--- config.mk ---
export PLATFORM = sky130hd
export DESIGN_NAME = btn_debounce
export DESIGN_NICKNAME = d
export VERILOG_FILES = /design/src/rtl/dds_btn_pkg.sv /design/src/rtl/btn_debounce_channel.sv /design/src/rtl/btn_debounce.sv
export SDC_FILE = /design/constraint.sdc
export NUM_CORES = 1
export LEC_CHECK = 0
export CAP_MARGIN = 25
export CELL_PAD_IN_SITES_DETAIL_PLACEMENT = 0
export CELL_PAD_IN_SITES_GLOBAL_PLACEMENT = 2
export CORE_MARGIN = 2
export CORE_UTILIZATION = 35
export CTS_CLUSTER_SIZE = 14
export DETAILED_ROUTE_END_ITERATION = 10
export PLACE_DENSITY = 0.72
export SLEW_MARGIN = 0
export SYNTH_ARGS = -nofsm -noshare
export SYNTH_HDL_FRONTEND = slang
export SYNTH_SLANG_ARGS = --single-unit
--- constraint.sdc ---
create_clock -name clk -period 2.64 [get_ports clk]
set_input_delay 0.396 -clock clk [delete_from_list [all_inputs] [get_ports clk]]
set_output_delay 0.396 -clock clk [all_outputs]
set_load 0.03 [all_outputs]
--- src/rtl/dds_btn_pkg.sv ---
// Shared types and cycle constants for the DDS button front end.
package dds_btn_pkg;

  typedef enum logic [1:0] {
    IDLE,
    DELAY,
    REPEAT
  } rpt_state_e;

  // 100 MHz board timing
  localparam int DEBOUNCE_CYC_HW     = 2_000_000;
  localparam int REPEAT_DELAY_CYC_HW = 50_000_000;
  localparam int REPEAT_RATE_CYC_HW  = 10_000_000;

  // Shrunk timing for simulation
  localparam int DEBOUNCE_CYC_SIM     = 4;
  localparam int REPEAT_DELAY_CYC_SIM = 20;
  localparam int REPEAT_RATE_CYC_SIM  = 5;

  function automatic int max_int(input int a, input int b);
    return (a > b) ? a : b;
  endfunction

endpackage

--- src/rtl/btn_debounce_channel.sv ---
// One button: 2-flop synchroniser, debounce counter and auto-repeat FSM.
module btn_channel
  import dds_btn_pkg::*;
#(
  parameter int DEBOUNCE_CYC     = DEBOUNCE_CYC_HW,
  parameter int REPEAT_DELAY_CYC = REPEAT_DELAY_CYC_HW,
  parameter int REPEAT_RATE_CYC  = REPEAT_RATE_CYC_HW,
  parameter int REPEAT_EN        = 1
) (
  input  logic clk,
  input  logic rst,
  input  logic btn_in,
  output logic btn_level,
  output logic btn_press,
  output logic btn_release,
  output logic btn_repeat
);

  localparam int DW = $clog2(DEBOUNCE_CYC + 1);

  logic          sync1;
  logic          sync2;
  logic [DW-1:0] db_cnt;
  logic          differ;
  logic          accept;
  logic          rise;
  logic          fall;

  assign differ = sync2 ^ btn_level;
  assign accept = differ && (db_cnt == DW'(DEBOUNCE_CYC - 1));
  assign rise   = accept && !btn_level;
  assign fall   = accept && btn_level;

  always_ff @(posedge clk) begin
    if (rst) begin
      sync1       <= 1'b0;
      sync2       <= 1'b0;
      db_cnt      <= '0;
      btn_level   <= 1'b0;
      btn_press   <= 1'b0;
      btn_release <= 1'b0;
    end else begin
      sync1       <= btn_in;
      sync2       <= sync1;
      btn_press   <= rise;
      btn_release <= fall;
      if (!differ || accept) begin
        db_cnt <= '0;
      end else begin
        db_cnt <= db_cnt + 1'b1;
      end
      if (accept) begin
        btn_level <= ~btn_level;
      end
    end
  end

  if (REPEAT_EN != 0) begin : g_rpt
    localparam int RMAX = max_int(REPEAT_DELAY_CYC, REPEAT_RATE_CYC);
    localparam int RW   = $clog2(RMAX + 1);

    rpt_state_e    state_q;
    rpt_state_e    state_d;
    logic [RW-1:0] cnt_q;
    logic [RW-1:0] cnt_d;
    logic          rpt_q;
    logic          rpt_d;

    always_ff @(posedge clk) begin
      if (rst) begin
        state_q <= IDLE;
        cnt_q   <= '0;
        rpt_q   <= 1'b0;
      end else begin
        state_q <= state_d;
        cnt_q   <= cnt_d;
        rpt_q   <= rpt_d;
      end
    end

    // Release wins over a terminal count in the same cycle
    always_comb begin
      state_d = state_q;
      cnt_d   = cnt_q;
      rpt_d   = 1'b0;
      if (fall) begin
        state_d = IDLE;
        cnt_d   = '0;
      end else begin
        unique case (state_q)
          IDLE: begin
            if (rise) begin
              state_d = DELAY;
              cnt_d   = '0;
            end
          end
          DELAY: begin
            if (cnt_q == RW'(REPEAT_DELAY_CYC - 1)) begin
              rpt_d   = 1'b1;
              state_d = REPEAT;
              cnt_d   = '0;
            end else begin
              cnt_d = cnt_q + 1'b1;
            end
          end
          REPEAT: begin
            if (cnt_q == RW'(REPEAT_RATE_CYC - 1)) begin
              rpt_d = 1'b1;
              cnt_d = '0;
            end else begin
              cnt_d = cnt_q + 1'b1;
            end
          end
          default: begin
            state_d = IDLE;
            cnt_d   = '0;
          end
        endcase
      end
    end

    assign btn_repeat = rpt_q;
  end else begin : g_no_rpt
    assign btn_repeat = 1'b0;
  end

endmodule

--- src/rtl/btn_debounce.sv ---
// Button conditioning front end for the DDS top: one
// btn_channel per push-button, all channels independent.
module btn_debounce
  import dds_btn_pkg::*;
#(
  parameter int N_BTN            = 6,
  parameter int DEBOUNCE_CYC     = DEBOUNCE_CYC_HW,
  parameter int REPEAT_DELAY_CYC = REPEAT_DELAY_CYC_HW,
  parameter int REPEAT_RATE_CYC  = REPEAT_RATE_CYC_HW,
  parameter int REPEAT_EN        = 1
) (
  input  logic             clk,
  input  logic             rst,
  input  logic [N_BTN-1:0] btn_in,
  output logic [N_BTN-1:0] btn_level,
  output logic [N_BTN-1:0] btn_press,
  output logic [N_BTN-1:0] btn_release,
  output logic [N_BTN-1:0] btn_repeat
);

  for (genvar i = 0; i < N_BTN; i++) begin : g_ch
    btn_channel #(
      .DEBOUNCE_CYC     (DEBOUNCE_CYC),
      .REPEAT_DELAY_CYC (REPEAT_DELAY_CYC),
      .REPEAT_RATE_CYC  (REPEAT_RATE_CYC),
      .REPEAT_EN        (REPEAT_EN)
    ) u_ch (
      .clk         (clk),
      .rst         (rst),
      .btn_in      (btn_in[i]),
      .btn_level   (btn_level[i]),
      .btn_press   (btn_press[i]),
      .btn_release (btn_release[i]),
      .btn_repeat  (btn_repeat[i])
    );
  end

endmodule

==> impl_results.md, run 1 <==
* Vias in the first global route at 13200
* Worst skew pair latency at 0.56 ns
* First-pass GRT wire length at 66.9 mm
* PortBufs at 31
* Crit path time final at 2.50 ns
* 1st-iter DRT viols at 756
* Crit. End Element: flip-flop
* Worst Setup Start Kind: flip-flop
* Sw Ratio at 0.217
* Share of cells above drive strength 1 at 0.0939
* Syn-to-layout area delta at 16.7%
* Power per cell area at 577 nW/µm²
* Peak VDD IR at 0.513 mV
* Clock share of power at 0.524
* Hold path start: btn_in[0]
* Via Count at 13900
* Antenna cells at 0
* Leakage at 6.26 nW
* CP max FO at 8
* Post-synthesis cell type count at 70
* Crit. Startpoint: g_ch[5].u_ch.db_cnt[14]$_SDFF_PP0_
* CP Capture Point: g_ch[5].u_ch.g_rpt.cnt_q[3]$_SDFFE_PP0P_
* Cell taking the most area after synthesis: dfxtp_1
* Syn nets at 1994
* Routed vias/inst at 5.24
* Design Area, Final at 19100 µm²
* Crit Path Category: reg -> reg
* Required @ worst endpoint at 3.08 ns
* Top post-synthesis cells by area: dfxtp_1, nor2_1, nand3_1, xor2_1, nand2_1
* Clock tree from TritonCTS: yes
* Starting Density at 0.352
* R2r endpoint: g_ch[5].u_ch.g_rpt.cnt_q[3]$_SDFFE_PP0P_
* DRC viols at 0
* Internal Power at 0.00861 W
* Primary FF master, synth: dfxtp_1
* Count leader, synth: dfxtp_1
* Avg Cell Area, Syn at 8.40 µm²
* Global-route usage over all layers at 0.166
* Core area at 46400 µm²
* Post-Route WL at 39.8 mm
* Fin nets at 2064
* Placed inst area at 17700 µm²
* Initial antenna violation count at 0
* Min Hold Slack at 0.398 ns
* Max-slew headroom at 0.505
* Sequential power share at 0.456
* Final slew viol count at 0
* Worst reg2reg path depth at 6
* Max capacitance violation total at 0
* Setup slack, reg-to-reg at 0.14 ns
* DR WL/cell at 15.0 µm
* Worst EP arrival at 2.94 ns
* Die Width at 220 µm
* Mapped Area at 16300 µm²
* Power share of the combinational group at 0.020
* Die ar. at 48400 µm²
* Syn Inst Count at 1945
* 1st-pass router iterations at 5
* Synth cell count leaders: dfxtp_1, nor2_1, nand2_1
* Least-Margin Pin Slew at 0.743 ns
* CTS Buffer Depth at 3
* Sequential share of the synthesized area at 0.404
* Clock Sinks at 330
* Synth warnings at 0
* Worst Skew at 0.0124 ns
* Psw at 0.00238 W
* Outcome: finished, final reports clean
* Setup violators final at 0
* Ys async rst share at 0
* Num ports at 32
* Clock Pin Slew Worst Setup and Hold Paths at 0.06 ns
* Worst min-delay path category: in -> reg
* Final hold violation count at 0
* H-tree Lvls at 2
* Root buffer cell: clkbuf_16
* Synthesized flop and latch total at 330
* Synth top area share at 0.404
* Period Utilization, post-route at 0.947
* Post-route ant nets at 0
* Placer congestion estimate at 0.767
* Largest net degree at the start of global routing at 37
* Total Power at 0.0110 W
* Fmax at 0.400 GHz
* RSZ-0062 raised after global routing: false
* FF-to-FF Start: g_ch[5].u_ch.db_cnt[14]$_SDFF_PP0_
* Overflow after GRT at 0
* Total CTS buffers at 41
* Die height at 220 µm
* FP Rows at 79
* HPWL Detailed at 27.0 mm
* Post-synth EDFFs at 0
-- logic make-up (layout without fill, tap and decap cells) --
kind of cell | count (synthesis) | in the layout | share of synthesized area
XOR/XNOR | 148 | 148 | 0.0793
flip-flops | 330 | 330 | 0.404
AO/OA/AOI/OAI | 287 | 287 | 0.131
buffers and inverters | 149 | 247 | 0.0416
adder cells (fa/ha/maj) | 41 | 41 | 0.0314
multiplexers | 5 | 5 | 0.00306
AND/OR/NAND/NOR | 985 | 986 | 0.309
-- how the worst min path moves through the flow --
stage               slack, ns                           endpoint  cells after the start
floorplan                0.41  g_ch[0].u_ch.db_cnt[0]$_SDFF_PP0_                      1
finish                   0.40      g_ch[0].u_ch.sync1$_SDFF_PP0_                      2
global route             0.38      g_ch[4].u_ch.sync1$_SDFF_PP0_                      2
global placement         0.42  g_ch[0].u_ch.db_cnt[0]$_SDFF_PP0_                      1
CTS                      0.37      g_ch[0].u_ch.sync1$_SDFF_PP0_                      2
detailed placement       0.43  g_ch[0].u_ch.db_cnt[0]$_SDFF_PP0_                      1
-- area by class of cell --
cell class,count,area (µm²)
Clock buffer,60,1240
Clock inverter,12,141
Fill cell,4674,27300
Inverter,56,210
Multi-Input combinational cell,1467,9090
Sequential cell,330,6610
Tap cell,607,759
Timing Repair Buffer,119,1020
-- registers in the layout, summed over array words and instances (netlist names) --
signal	count
g_ch.u_ch.sync1	6
g_ch.u_ch.g_rpt.state_q	12
g_ch.u_ch.btn_level	6
g_ch.u_ch.g_rpt.cnt_q	156
g_ch.u_ch.btn_release	6
g_ch.u_ch.btn_press	6
g_ch.u_ch.btn_repeat	6
g_ch.u_ch.db_cnt	126
g_ch.u_ch.sync2	6
-- power groups by stage --
stage          combinational (W)  clock [W]  sequential [W]
6_report                0.000223    0.00576         0.00501
5_1_grt                 0.000247    0.00618         0.00501
4_1_cts                 0.000226    0.00598         0.00501
3_5_place_dp            0.000225          0         0.00512
3_3_place_gp            0.000225          0         0.00512
2_1_floorplan           0.000130          0         0.00511
-- worst max-delay path, stage by stage, from the launching register on --
cell and delay (ns):
dfxtp_1 0.35, nor4bb_1 0.35, nand4_1 0.20, o41ai_2 0.60, nor2_1 0.29, buf_4 0.25, a221o_1 0.34
-- layout by cell type (no fill, tap or decap), types with 8 or more instances in the layout --
master	instances
dfxtp_1	330
nor2_1	257
nand2_1	171
nand3_1	150
buf_4	84
nand4_1	82
xor2_1	75
xnor2_1	73
and3_1	65
inv_1	56
nor3_1	55
a21oi_1	46
clkbuf_16	43
ha_1	41
o21ai_0	37
o31ai_1	37
and2_1	31
clkdlybuf4s50_1	30
a22oi_1	29
nor4_1	27
a31oi_1	25
and4_1	21
or3_1	19
nor2b_1	19
o311ai_0	19
or4_1	15
nand2b_1	14
nor4bb_1	13
nor4b_1	11
a22o_1	11
clkbuf_8	10
nor3b_1	9
o311ai_2	9
o31a_1	8
o211ai_1	8
-- metal layers --
metal	wire, µm	vias to the layer above	track usage
li1	-	7168	-
met1	19800	6537	0.223
met2	18100	148	0.275
met3	1280	46	0.0315
met4	724	0	0.0409
met5	0	-	0
-- repair_timing --
action                                  in CTS  in global routing
cloned                                       1                  0
setup buffers                                0                  1
pin swaps                                    3                  1
resized for setup                            0                  5
hold buffers                                 0                  0
endpoints found under the setup margin      20                 39
-- through the flow --
stage	std cells	util	worst slack [ns]	TNS, ns
floorplan	1945	-	0.0109	0
global placement	2576	0.381	-0.0528	-0.181
detailed placement	2576	0.381	-0.114	-0.380
CTS	2649	0.411	0.00633	0
global route	2651	0.411	0.00472	0
finish	2651	0.411	0.139	0
(Power assumes the default switching activity.)
==> run 2, diff against run 1 <==
PLACE_DENSITY = 0.81   (was 0.72)
SLEW_MARGIN = 20   (was 0)
==> impl_results.md, run 2 (synthesized netlist as in run 1, its figures left out) <==
* Outcome: finished, final reports clean
* FF-to-FF Start: g_ch[2].u_ch.g_rpt.cnt_q[18]$_SDFFE_PP0P_
* Worst Skew at 0.0188 ns (+0.00632 ns)
* Routed vias/inst at 5.25 (+0.18%)
* Top Registers: g_ch.u_ch.g_rpt.cnt_q (156), g_ch.u_ch.db_cnt (126), g_ch.u_ch.g_rpt.state_q (12)
* Worst skew pair latency at 0.56 ns (about the same)
* Hold_buf cts at 0 (unchanged)
* Peak VDD IR at 0.404 mV (-21%)
* 1st-iter DRT viols at 668 (-12%)
* DRC viols at 0 (unchanged)
* First-pass GRT wire length at 64.4 mm (-3.6%)
* Gr busiest metal: met2
* Slack of the critical path at 0.158 ns (+0.0192 ns)
* Power per cell area at 586 nW/µm² (+1.7%)
* CTS Buffer Depth at 3 (unchanged)
* Commonest non-fill, non-tap cell in the layout: dfxtp_1
* Die height at 220 µm (unchanged)
* 1st-pass router iterations at 5 (unchanged)
* Vias in the first global route at 13100 (-0.39%)
* Leakage at 6.21 nW (-0.76%)
* DR WL/cell at 14.4 µm (-3.8%)
* Worst EP arrival at 2.89 ns (-0.05 ns)
* Crit-path cells: or4b_1, or4_1, o31ai_4, a21oi_2, buf_4, nand3_1, o311ai_0
* Share of cells above drive strength 1 at 0.0887 (-0.00526)
* Period Utilization, post-route at 0.940 (-0.00729)
* Layout Cells excl Fill at 2637 (-0.53%)
* FP Rows at 79 (unchanged)
* Total Power at 0.0112 W (+1.5%)
* Final slew viol count at 0 (unchanged)
* Worst reg2reg path depth at 7 (+1)
* H-tree Lvls at 2 (unchanged)
* Post-Place Setup Slack at -0.0819 ns (+0.0320 ns)
* Power share of the combinational group at 0.019 (about the same)
* Die ar. at 48400 µm² (unchanged)
* Crit. Startpoint: g_ch[2].u_ch.g_rpt.cnt_q[18]$_SDFFE_PP0P_
* Via Count at 13900 (-0.35%)
* Setup violators final at 0 (unchanged)
* Placer congestion estimate at 0.794 (+3.5%)
* Fmax at 0.403 GHz (+0.78%)
* Clock tree from TritonCTS: yes
* Overflow after GRT at 0 (unchanged)
* Max reg flops at 156 (unchanged)
* Min Hold Slack at 0.389 ns (-0.00877 ns)
* Die Width at 220 µm (unchanged)
* Internal Power at 0.00881 W (+2.3%)
* Slowest CP cell: or4_1
* CP Capture Point: g_ch[2].u_ch.g_rpt.cnt_q[7]$_SDFFE_PP0P_
* Sequential power share at 0.449 (-0.007)
* CP max FO at 19 (+11)
* Psw at 0.00235 W (-1.4%)
* Max capacitance violation total at 0 (unchanged)
* HPWL Detailed at 25.8 mm (-4.6%)
* Crit. End Element: flip-flop
* Least-Margin Pin Slew at 0.876 ns (+0.133 ns)
* Largest delay share family, worst path: simple AND/OR/NAND/NOR gates
* Initial antenna violation count at 0 (unchanged)
* CP peak stage delay at 0.54 ns (-0.06 ns)
* Global-route usage over all layers at 0.159 (-0.00739)
* Fin nets at 2050 (-0.68%)
* Largest net degree at the start of global routing at 37 (unchanged)
* Setup slack, reg-to-reg at 0.16 ns (+0.02 ns)
* Post-route ant nets at 0 (unchanged)
* Syn-to-layout area delta at 16.5%
* Clock share of power at 0.532 (+0.008)
* Biggest register: g_ch.u_ch.g_rpt.cnt_q
* Total CTS buffers at 40 (-2.4%)
* Core area at 46400 µm² (unchanged)
* Clock Pin Slew Worst Setup and Hold Paths at 0.06 ns (about the same)
* Crit path time final at 2.48 ns (-0.0192 ns)
* Worst min-delay path category: in -> reg
* Stages on worst setup path at 7 (+1)
* Worst path bufs/invs at 1 (unchanged)
* Required @ worst endpoint at 3.05 ns (-0.03 ns)
* R2r endpoint: g_ch[2].u_ch.g_rpt.cnt_q[7]$_SDFFE_PP0P_
* Clock Sinks at 330 (unchanged)
* Starting Density at 0.352 (unchanged)
* M2 GR Usage at 0.252 (-0.0234)
* Met1 GRT Util at 0.221 (-0.00210)
* Inst Count DP at 2563 (-0.50%)
* Sw Ratio at 0.211 (-0.00615)
* Crit Path Category: reg -> reg
* Final hold violation count at 0 (unchanged)
* Worst Setup Start Kind: flip-flop
* Max-slew headroom at 0.414 (-0.0911)
* Num ports at 32 (unchanged)
* Antenna cells at 0 (unchanged)
* Root buffer cell: clkbuf_16
* Final core occ at 0.410 (-0.000702)
* Most frequent cells in the layout: dfxtp_1, nor2_1, nand2_1, nand3_1, nand4_1
* Met3 Usage GRT at 0.0295 (-0.00193)
* Post-Route WL at 38.1 mm (-4.3%)
* PortBufs at 31 (unchanged)
## run 2: changes by cell type in the layout (fill, tap and decap cells not counted), moves of 2 or more
| cell | previous run | this run |
|---|---|---|
| o311ai_0 | 19 | 22 |
| buf_4 | 84 | 71 |
| bufinv_16 | 3 | 6 |
| o311ai_1 | 4 | 1 |
| o31ai_4 | 0 | 2 |
## run 2: power by group through the flow
stage | registers, W | clock network [W] | logic [W]
floorplan | 0.00511 | 0 | 0.000130
global placement | 0.00512 | 0 | 0.000213
detailed placement | 0.00512 | 0 | 0.000213
CTS | 0.00501 | 0.00613 | 0.000214
global route | 0.00501 | 0.00633 | 0.000236
finish | 0.00501 | 0.00594 | 0.000212
## run 2: cell type report
type	instances	area, µm²
clock buffers	57	1200
clock inverters	14	235
fillers	4629	27300
inverters	56	210
multi-input cells	1467	9110
flip-flops and latches	330	6610
well taps	607	759
repair buffers	106	910
## run 2: layer usage
layer	share of wire	vias to the layer above
met4	0.017	0
met3	0.035	42
met1	0.51	6513
met5	0	-
met2	0.44	173
li1	-	7122
## run 2: how the worst min path moves through the flow
stage                                         to  cells after the start  slack, ns                               from
5_1_grt            g_ch[0].u_ch.sync1$_SDFF_PP0_                      2       0.37                          btn_in[0]
2_1_floorplan  g_ch[0].u_ch.db_cnt[0]$_SDFF_PP0_                      1       0.41  g_ch[0].u_ch.db_cnt[0]$_SDFF_PP0_
3_3_place_gp   g_ch[0].u_ch.db_cnt[0]$_SDFF_PP0_                      1       0.42  g_ch[0].u_ch.db_cnt[0]$_SDFF_PP0_
4_1_cts            g_ch[2].u_ch.sync1$_SDFF_PP0_                      2       0.36                          btn_in[2]
6_report           g_ch[2].u_ch.sync1$_SDFF_PP0_                      2       0.39                          btn_in[2]
3_5_place_dp       g_ch[0].u_ch.sync2$_SDFF_PP0_                      1       0.43      g_ch[0].u_ch.sync1$_SDFF_PP0_
## run 2: through the flow
step / area [µm²] / TNS, ns
2_1_floorplan: 16300 / 0
3_3_place_gp: 17500 / -0.0431
3_5_place_dp: 17500 / -0.207
4_1_cts: 19000 / 0
5_1_grt: 19000 / -0.0237
6_report: 19000 / 0
## run 2: what timing repair did
item	CTS	global route
setup buffers	1	1
endpoints found under the setup margin	4	54
gates resized for setup	0	7
pin swaps	2	1
cloned	1	0
